[src/rtl/regfile_mp.sv]
// Parametrised multi-read-port register file with optional write bypass,
// hardwired zero register and a post-reset clear sequencer.
module regfile_mp #(
  parameter int DATA_WIDTH = 32,
  parameter int ADDR_WIDTH = 5,
  parameter int NUM_RD     = 2,
  parameter int BYPASS     = 1,
  parameter int ZERO_REG   = 1
) (
  input  logic                         clk,
  input  logic                         rst,
  input  logic                         w_ena,
  input  logic [ADDR_WIDTH-1:0]        w_addr,
  input  logic [DATA_WIDTH-1:0]        w_data,
  input  logic [NUM_RD*ADDR_WIDTH-1:0] r_addr,
  output logic [NUM_RD*DATA_WIDTH-1:0] r_data,
  output logic                         busy
);

  localparam int DEPTH = 2 ** ADDR_WIDTH;

  typedef enum logic {CLEAR, RUN} state_t;

  state_t                state;
  logic [ADDR_WIDTH-1:0] clr_cnt;
  logic [DATA_WIDTH-1:0] mem [DEPTH];
  logic                  w_live;
  logic                  clear_we;
  logic [ADDR_WIDTH-1:0] rd_addr;

  // A write is live only in RUN, outside reset, and not aimed at a hardwired r0.
  always_comb begin
    w_live   = w_ena && !rst && (state == RUN) &&
               !((ZERO_REG != 0) && (w_addr == '0));
    clear_we = !rst && (state == CLEAR);
  end

  always_ff @(posedge clk) begin
    if (rst) begin
      state   <= CLEAR;
      clr_cnt <= '0;
      busy    <= 1'b1;
    end else begin
      case (state)
        CLEAR: begin
          clr_cnt <= clr_cnt + ADDR_WIDTH'(1);
          if (clr_cnt == '1) begin
            state <= RUN;
            busy  <= 1'b0;
          end
        end
        RUN: state <= RUN;
        default: state <= CLEAR;
      endcase
    end
  end

  always_ff @(posedge clk) begin
    if (clear_we)
      mem[clr_cnt] <= '0;
    else if (w_live)
      mem[w_addr] <= w_data;
  end

  always_comb begin
    r_data  = '0;
    rd_addr = '0;
    for (int unsigned k = 0; k < NUM_RD; k++) begin
      rd_addr = r_addr[k*ADDR_WIDTH +: ADDR_WIDTH];
      if (busy)
        r_data[k*DATA_WIDTH +: DATA_WIDTH] = '0;
      else if ((ZERO_REG != 0) && (rd_addr == '0))
        r_data[k*DATA_WIDTH +: DATA_WIDTH] = '0;
      else if ((BYPASS != 0) && w_live && (w_addr == rd_addr))
        r_data[k*DATA_WIDTH +: DATA_WIDTH] = w_data;
      else
        r_data[k*DATA_WIDTH +: DATA_WIDTH] = mem[rd_addr];
    end
  end

endmodule

[config.mk]
export PLATFORM = sky130hd
export DESIGN_NAME = regfile_mp
export DESIGN_NICKNAME = d
export VERILOG_FILES = /design/src/rtl/regfile_mp.sv
export SDC_FILE = /design/constraint.sdc
export NUM_CORES = 1
export LEC_CHECK = 0
export CORE_MARGIN = 3
export CORE_UTILIZATION = 43
export CTS_BUF_LIST = sky130_fd_sc_hd__clkbuf_2 sky130_fd_sc_hd__clkbuf_4 sky130_fd_sc_hd__clkbuf_8
export DETAILED_ROUTE_END_ITERATION = 8
export GPL_TIMING_DRIVEN = 0
export PLACE_DENSITY_LB_ADDON = 0.05
export SLEW_MARGIN = 20
export SYNTH_ARGS = -nofsm -noshare
export SYNTH_HDL_FRONTEND = slang
export SYNTH_SLANG_ARGS = --single-unit
[constraint.sdc]
create_clock -name clk -period 5.85 [get_ports clk]
set_clock_uncertainty 0.15 [all_clocks]
set_input_delay 0.8775 -clock clk [delete_from_list [all_inputs] [get_ports clk]]
set_output_delay 0.8775 -clock clk [all_outputs]
set_load 0.01 [all_outputs]
# [Word level (Yosys, flattened, before mapping)]
# Memories as Yosys holds them, arrays and structs flattened.
# Index checks and enable logic that the tools add are counted.
[totals] ff_bits=7 latchBits=0 ramBits=1024 rom_bits=0 word_cells=38 n_memories=1
[memory_table] name="mem" depth=32 word_bits=32 read_ports=2 rd_ports_with_merged_regs=0 wr=1 line_no="26" source="logic [DATA_WIDTH-1:0] mem [DEPTH];"
[classes] addsub=1 n_mul=0 div_mod_pow=0 order_cmp=0 eq_ne=3 shift=0 mux=16 n_bitwise=1 n_reduce_logical=13
[ops] op="$mux 32" n=7
[ops] op="$reduce_or 32->1" n=1
[ops] op="$logic_not 5->1" n=3
[ops] op="$eq 5x5->1" n=2
[ops] op="$mux 1" n=7
[ops] op="$logic_and 1x1->1" n=6
[ops] op="$add 5x1->5 const B" n=1
[ops] op="$eq 5x5->1 const B" n=1
[ops] op="$mux 5" n=1
[ops] op="$logic_not 1->1" n=2
[ops] op="$pmux 1 s2" n=1
[ops] op="$reduce_and 2->1" n=1
[ops] op="$not 1->1" n=1

# [Depth between registers and ports, before layout]
# Gate-level depths: netlist of the first run.
[depth] depth_word=9 ltp_mapped=10

# [Worst setup path before layout of the first run]
# No wires, ideal clock.
[synth_timing] path_type="input to register" start="input port w_addr[0]" end="memory mem[20][0], enable pin" setup_ns=0.421 arrival_time_ns=3.739 path_slack_ns=1.540 stages=7 path_cell_list="buf_2 -> or4_4 -> o21ai_4 -> nand2_2 -> and2_4 -> or3_4 -> nor2_1"
[synth_between] elab_chain_len=8 elab_cells_between_ends=9
[synth_rtl] element="start: declaration" line_no="13" source="input logic [ADDR_WIDTH-1:0] w_addr,"
[synth_rtl] element="$logic_not 5->1" line_no="34" source="!((ZERO_REG != 0) && (w_addr == '0));"
[synth_rtl] element="$logic_not 1->1" line_no="34"
[synth_rtl] element="$logic_and 1x1->1" line_no="33" source="w_live = w_ena && !rst && (state == RUN) &&"
[synth_rtl] element="$mux 1" line_no="61" source="else if (w_live)"
[synth_rtl] element="$mux 1" line_no="59" source="if (clear_we)"
[synth_rtl] element="$mux 1 (not written as such)" line_no="62" source="mem[w_addr] <= w_data;"
[synth_rtl] element="$reduce_or 32->1 (no line)"
[synth_rtl] element="$mux 5 (no line) or $mux 1 (tied branches)"
[synth_rtl] element="end: declaration" line_no="26"
# Several ways; a longest one is shown, not always the timed one.

# [Worst setup path after layout of the first run]
[layout_timing] start="input port r_addr[3]" end="output port r_data[4]"
[layout_between] elab_chain_len=5 elab_cells_between_ends=7
[layout_rtl] element="start: declaration" line_no="15" source="input logic [NUM_RD*ADDR_WIDTH-1:0] r_addr,"
[layout_rtl] element="branches (longest 3 deep; another with $mem_v2 32x32)"
[layout_rtl] element="$mux 32 (*)" line_no="72" source="else if ((ZERO_REG != 0) && (rd_addr == '0))"
[layout_rtl] element="$mux 32 (*)" line_no="70" source="if (busy)"
[layout_rtl] element="end: declaration" line_no="16" source="output logic [NUM_RD*DATA_WIDTH-1:0] r_data,"
# Mark *: on every way between the ends.

==> results.json, run 1 <==
{
  "antenna_found_initial": 22,
  "vias": 36200,
  "fin_tns_setup_ns": -2.28,
  "core_area_sq_um": 113000,
  "routabilityCongestion": 1.01,
  "initial_core_util_pct": 43.7,
  "h-tree-depth": 4,
  "cts_tree": "yes",
  "pin_count": 115,
  "r2r_end": "mem[14][11]",
  "ys_types": 57,
  "cts_setup_buffers": 0,
  "drtIter0Drc": 6393,
  "fin_ws_ns": -0.226,
  "top_layer_used": "met5",
  "synth-adder-area-share_pct": 0.0505,
  "num_rows": 123,
  "synth-main-ff-cell": "edfxtp_1",
  "post-place-ws_ns": -0.890,
  "worstPathRequired_ns": 4.82,
  "root_buffer": "clkbuf_8",
  "relSlewSlack_pct": 8.98,
  "grt_max_degree": 33,
  "async_flop_share_pct": 0,
  "drc_errors": 0,
  "hp-class": "reg -> reg",
  "ir_drop_v": 0.000161,
  "ff2ff_setup_slack_ns": 2.01,
  "min_period_over_period_pct": 104,
  "synth-compound-area-share_pct": 7.74,
  "syn_area_sq_um": 49600,
  "drv_cap": 0,
  "grt_first_pass_wirelength_mm": 309,
  "cts.sinks": 1031,
  "cp.arrival_ns": 5.05,
  "num-nets-final": 3407,
  "place.port_buffers": 107,
  "crit_type": "in -> out",
  "routed_wl_mm": 236,
  "fin_total_pwr_mw": 16.3,
  "outcome": "finished with violations",
  "firstDrtPassIters": 6,
  "cts_made_buffers": 178,
  "hpwl_mm": 165,
  "hold_ws_ns": 0.496,
  "clock.fmax_ghz": 0.165,
  "syn2layout_area_growth_pct": 18.1,
  "r2r_start": "state",
  "worstMarginPinSlew_ns": 1.37,
  "drt-met1-wl_mm": 84.1,
  "report.final.slew_viol_count": 0,
  "start_kind": "primary input",
  "grt_overflow": 0,
  "path_clk_slew_ns": 0.06,
  "yosys.area.top_type": "edfxtp_1",
  "synth_xor_area_share_pct": 0.230,
  "grt_pass1_vias": 34600,
  "power.internal_mw": 12.0,
  "synth_most_common_cell": "edfxtp_1",
  "ys_warn_count": 0,
  "dp.cells": 4678,
  "violations": "negative setup slack",
  "fin_util_pct": 51.6,
  "power.switching_mw": 4.34,
  "crit_start": "r_addr[3]",
  "synth_top_family_by_area": "multiplexers",
  "seqPwrFrac_pct": 49.4,
  "setup_violations": 25,
  "synth_enable_flop_cells": 1024,
  "synth_simple_gate_area_share_pct": 3.68,
  "fill_cells": 9348,
  "ys_seq_area_share_pct": 62.3,
  "powerDensity_nw_per_um2": 279,
  "rsz0062_at_grt": "true",
  "dieArea_sq_um": 119000,
  "p_leak_nw": 18.2,
  "min_period_ns": 6.08,
  "synth_area_per_cell_sq_um": 16.5,
  "die_height_microns": 345,
  "wl_met2_mm": 100,
  "clk_path_buf_depth": 3,
  "avgRoutedWirePerCell_microns": 47.2,
  "pwr-share-clk_pct": 40.2,
  "hold_violations": 0,
  "fp.dieW_microns": 345,
  "switching_share_pct": 26.6,
  "cp_max_fo": 10,
  "ctsResizeCount": 88,
  "stdcell_count": 5015,
  "clkLatencyLatePin_ns": 0.88,
  "synth_common_cells": "edfxtp_1, mux2i_1, mux4_2",
  "syn_inst": 2997,
  "postRouteAntennaNets": 0,
  "syn_nets": 3049,
  "endpoint": "r_data[4]",
  "cts_hold_buf": 0,
  "r2r_cells": 6,
  "met3_length_mm": 35.4,
  "synth_top_area_share_pct": 62.0,
  "yosys-mux-area-fraction_pct": 23.1,
  "fin_area_sq_um": 58500,
  "pwr-share-comb_pct": 10.4,
  "synth-seq-cells": 1031,
  "grt_usage_pct": 38.8,
  "end_kind": "output pin",
  "vias_per_cell": 7.21,
  "drive_gt1_share_pct": 28.3,
  "synth_top_cells_by_area": "edfxtp_1, mux4_2, mux2i_1, o221ai_1, o22ai_1",
  "dpl-instance-area_sq_um": 54700
}
[power groups by stage]
stage / combinational (mW) / sequential [mW] / clock [mW]
6_report: 1.69 / 8.07 / 6.57
3_5_place_dp: 1.58 / 8.23 / 0
2_1_floorplan: 0.789 / 8.22 / 0
3_3_place_gp: 1.53 / 8.23 / 0
5_1_grt: 1.68 / 8.07 / 6.88
4_1_cts: 1.60 / 8.07 / 6.53
[critical path, stage by stage]
cell,delay [ns]
clkbuf_1,0.68
clkbuf_2,0.74
clkbuf_1,0.84
nand2_1,0.61
a31oi_1,0.57
clkdlybuf4s50_1,0.64
[cells in the final DEF, fill, tap and decap left out, types with 24 or more instances in the layout]
master	count
o21ai_0	86
nor2_1	99
o22ai_1	140
nand2_1	99
buf_12	24
clkbuf_2	71
mux2i_1	434
buf_16	47
clkdlybuf4s50_1	107
nor2_4	33
clkbuf_8	181
mux4_2	316
o221ai_1	160
clkinv_2	25
buf_4	54
edfxtp_1	1024
clkbuf_1	25
clkinv_1	46
and2_2	25
a21oi_1	77
buf_2	37
nand3_1	36
clkbuf_4	66
buf_6	37
[sequential cells by signal, indices dropped and copies added (netlist names)]
signal / flops
busy: 1
clr_cnt: 5
state: 1
mem: 1024
[area by class of cell]
| class | instances | area (sq um) | area share, % |
|---|---|---|---|
| repair buffers | 181 | 2890 | 4.94 |
| multi-input cells | 1716 | 17800 | 30.4 |
| well taps | 1500 | 1880 | 3.21 |
| flip-flops and latches | 1031 | 30900 | 52.8 |
| plain buffers | 242 | 1590 | 2.72 |
| clock inverters | 84 | 500 | 0.855 |
| diodes | 17 | 42.5 | 0.0727 |
| inverters | 5 | 20.0 | 0.0342 |
| clock buffers | 239 | 2930 | 5.00 |
[worst min path at each step]
stage / start / slack (ns) / end / cells past startpoint
2_1_floorplan: clr_cnt[0] / 0.40 / clr_cnt[0] / 2
3_3_place_gp: clr_cnt[0] / 0.43 / clr_cnt[0] / 2
3_5_place_dp: clr_cnt[3] / 0.47 / clr_cnt[3] / 2
4_1_cts: clr_cnt[1] / 0.49 / clr_cnt[1] / 2
5_1_grt: clr_cnt[1] / 0.51 / clr_cnt[1] / 2
6_report: clr_cnt[4] / 0.50 / clr_cnt[4] / 2
[cells by family after synthesis]
family	Yosys count
adders and majority gates	2
DFF	1031
AOI/OAI and AO/OA	566
xor gates and xnor gates	13
buffers and inverters	250
and+or+nand+nor	385
muxes	750
[metal layers]
metal  global-route usage, %  up-vias
met5                   0.800        -
met1                    49.3    18900
li1                        -    13400
met2                    55.3     3087
met4                    22.8       12
met3                    16.7      780
No activity file was read; power rests on OpenSTA's default activity.
==> run 2: changes to the inputs <==
Settings changed: SLEW_MARGIN 20 to unset.
==> results.json, run 2 (same netlist as run 1, synthesis figures left out) <==
{
  "dieArea_sq_um": 119000,
  "r2r_cells": 6,
  "powerDensity_nw_per_um2": 280,
  "avgRoutedWirePerCell_microns": 47.5,
  "cts_tree": "yes",
  "worstMarginPinSlew_ns": 1.55,
  "fin_total_pwr_mw": 16.1,
  "report.final.slew_viol_count": 33,
  "drive_gt1_share_pct": 26.3,
  "antenna_found_initial": 20,
  "fin_util_pct": 50.8,
  "cts_made_buffers": 178,
  "dpl-instance-area_sq_um": 53900,
  "min_from": "clr_cnt[0]",
  "fp.dieW_microns": 345,
  "hp-class": "reg -> reg",
  "drtIter0Drc": 5807,
  "cts.sinks": 1031,
  "layout.cells.most_common_list": "edfxtp_1, mux2i_1, mux4_2",
  "grt_max_degree": 33,
  "setup_violations": 29,
  "grt_overflow": 0,
  "root_buffer": "clkbuf_8",
  "min_period_ns": 6.08,
  "hold_violations": 0,
  "postRouteAntennaNets": 0,
  "crit_type": "in -> out",
  "h-tree-depth": 4,
  "grt_usage_pct": 38.7,
  "grt_first_pass_wirelength_mm": 308,
  "firstDrtPassIters": 5,
  "num-nets-final": 3384,
  "max_flop_register": "mem",
  "p_leak_nw": 17.8,
  "worstPathRequired_ns": 4.82,
  "holdPathStages": 2,
  "fin_area_sq_um": 57700,
  "ir_drop_v": 0.000246,
  "start_kind": "primary input",
  "routabilityCongestion": 1.01,
  "outcome": "finished with violations",
  "num_rows": 123,
  "place.port_buffers": 107,
  "cp.arrival_ns": 5.05,
  "clkLatencyLatePin_ns": 0.87,
  "hpwl_mm": 162,
  "cts_setup_buffers": 0,
  "grt_pass1_vias": 34600,
  "rsz0062_at_grt": "true",
  "clock.fmax_ghz": 0.164,
  "largest_reg_flops": 1024,
  "min_period_over_period_pct": 104,
  "relSlewSlack_pct": -3.64,
  "ff2ff_setup_slack_ns": 1.68,
  "pin_count": 115,
  "r2r_end": "mem[14][3]",
  "fill_cells": 9407,
  "violations": "max-capacitance violations, max-slew violations, negative setup slack",
  "hold_path_end": "clr_cnt[0]",
  "vias": 35900,
  "path_clk_slew_ns": 0.07,
  "core_area_sq_um": 113000,
  "routed_wl_mm": 236,
  "syn2layout_area_growth_pct": 16.3,
  "drv_cap": 3,
  "die_height_microns": 345,
  "initial_core_util_pct": 43.7,
  "drc_errors": 0,
  "reg_top3": "mem (1024), clr_cnt (5)",
  "crit_start": "r_addr[2]",
  "r2r_start": "state",
  "layout_commonest_cell": "edfxtp_1",
  "clk_path_buf_depth": 3,
  "vias_per_cell": 7.24,
  "fin_ws_ns": -0.230,
  "cp_max_fo": 10,
  "end_kind": "output pin"
}
## run 2: changes by cell type in the layout (fill, tap and decap cells not counted), sizes merged, moves of 2 or more
cell	previous run	this run
clkbuf	343	334
diode	17	7
clkinv	71	57
clkdlybuf4s15	4	7
buf	208	185
clkinvlp	4	6
## run 2: cell type report
type / instances / area, sq um / share of cell area [%]
antenna: 7 / 17.5 / 0.0304
clock buffer: 233 / 2880 / 4.99
timing repair buffer: 158 / 2240 / 3.89
sequential: 1031 / 30900 / 53.6
multi-input combinational: 1716 / 17700 / 30.7
clock inverter: 71 / 412 / 0.714
inverter: 5 / 22.5 / 0.0391
tap: 1500 / 1880 / 3.26
buffer: 242 / 1600 / 2.77
## run 2: worst max path at each step
stage | end | slack (ns) | cells after the start
after CTS | r_data[28] | -0.07 | 10
after detailed placement | r_data[58] | -1.30 | 7
after global placement | mem[24][30] | -1.92 | 7
after floorplan | mem[20][0] | 1.54 | 7
final | r_data[13] | -0.23 | 9
after global routing | r_data[28] | -0.03 | 10
## run 2: metal layers
| layer | GRT usage [%] | up-vias | share of wire (%) |
|---|---|---|---|
| met3 | 16.7 | 699 | 15 |
| met5 | 0 | - | 0.040 |
| met1 | 49.1 | 18900 | 36 |
| li1 | - | 13300 | - |
| met2 | 55.8 | 3050 | 43 |
| met4 | 21.7 | 14 | 6.7 |
## run 2: power by group
group	leakage (nW)	internal (mW)	switching [mW]	total, mW
Clock	1.73	3.31	3.08	6.39
Combinational	8.01	0.502	1.17	1.67
Sequential	8.05	8.05	0.0225	8.07
## run 2: worst max-delay path, stage by stage
cell and delay [ns]:
clkdlybuf4s50_1 0.75, clkbuf_2 0.42, buf_4 0.47, buf_2 0.68, nand3_1 0.17, nand3_1 0.18, o21ai_0 0.15, o22ai_1 0.61
clkdlybuf4s50_1 0.68
## run 2: what timing repair did
action                     in CTS  in global routing
hold endpoints to repair        0                  0
hold buffers                    0                  0
resized for setup             127                 58
setup endpoints to repair      63                 28
## run 2: metrics by stage
| stage | cells | setup TNS (ns) | worst slack [ns] | hold WS, ns |
|---|---|---|---|---|
| final | 4963 | -2.90 | -0.230 | 0.467 |
| after global routing | 4958 | -0.0277 | -0.0275 | 0.505 |
| after CTS | 4957 | -0.0689 | -0.0689 | 0.468 |
| after detailed placement | 4654 | -36.81 | -1.30 | 0.450 |
| after global placement | 4604 | -1409.46 | -1.92 | 0.435 |
| after floorplan | 2997 | 0 | 1.54 | 0.401 |
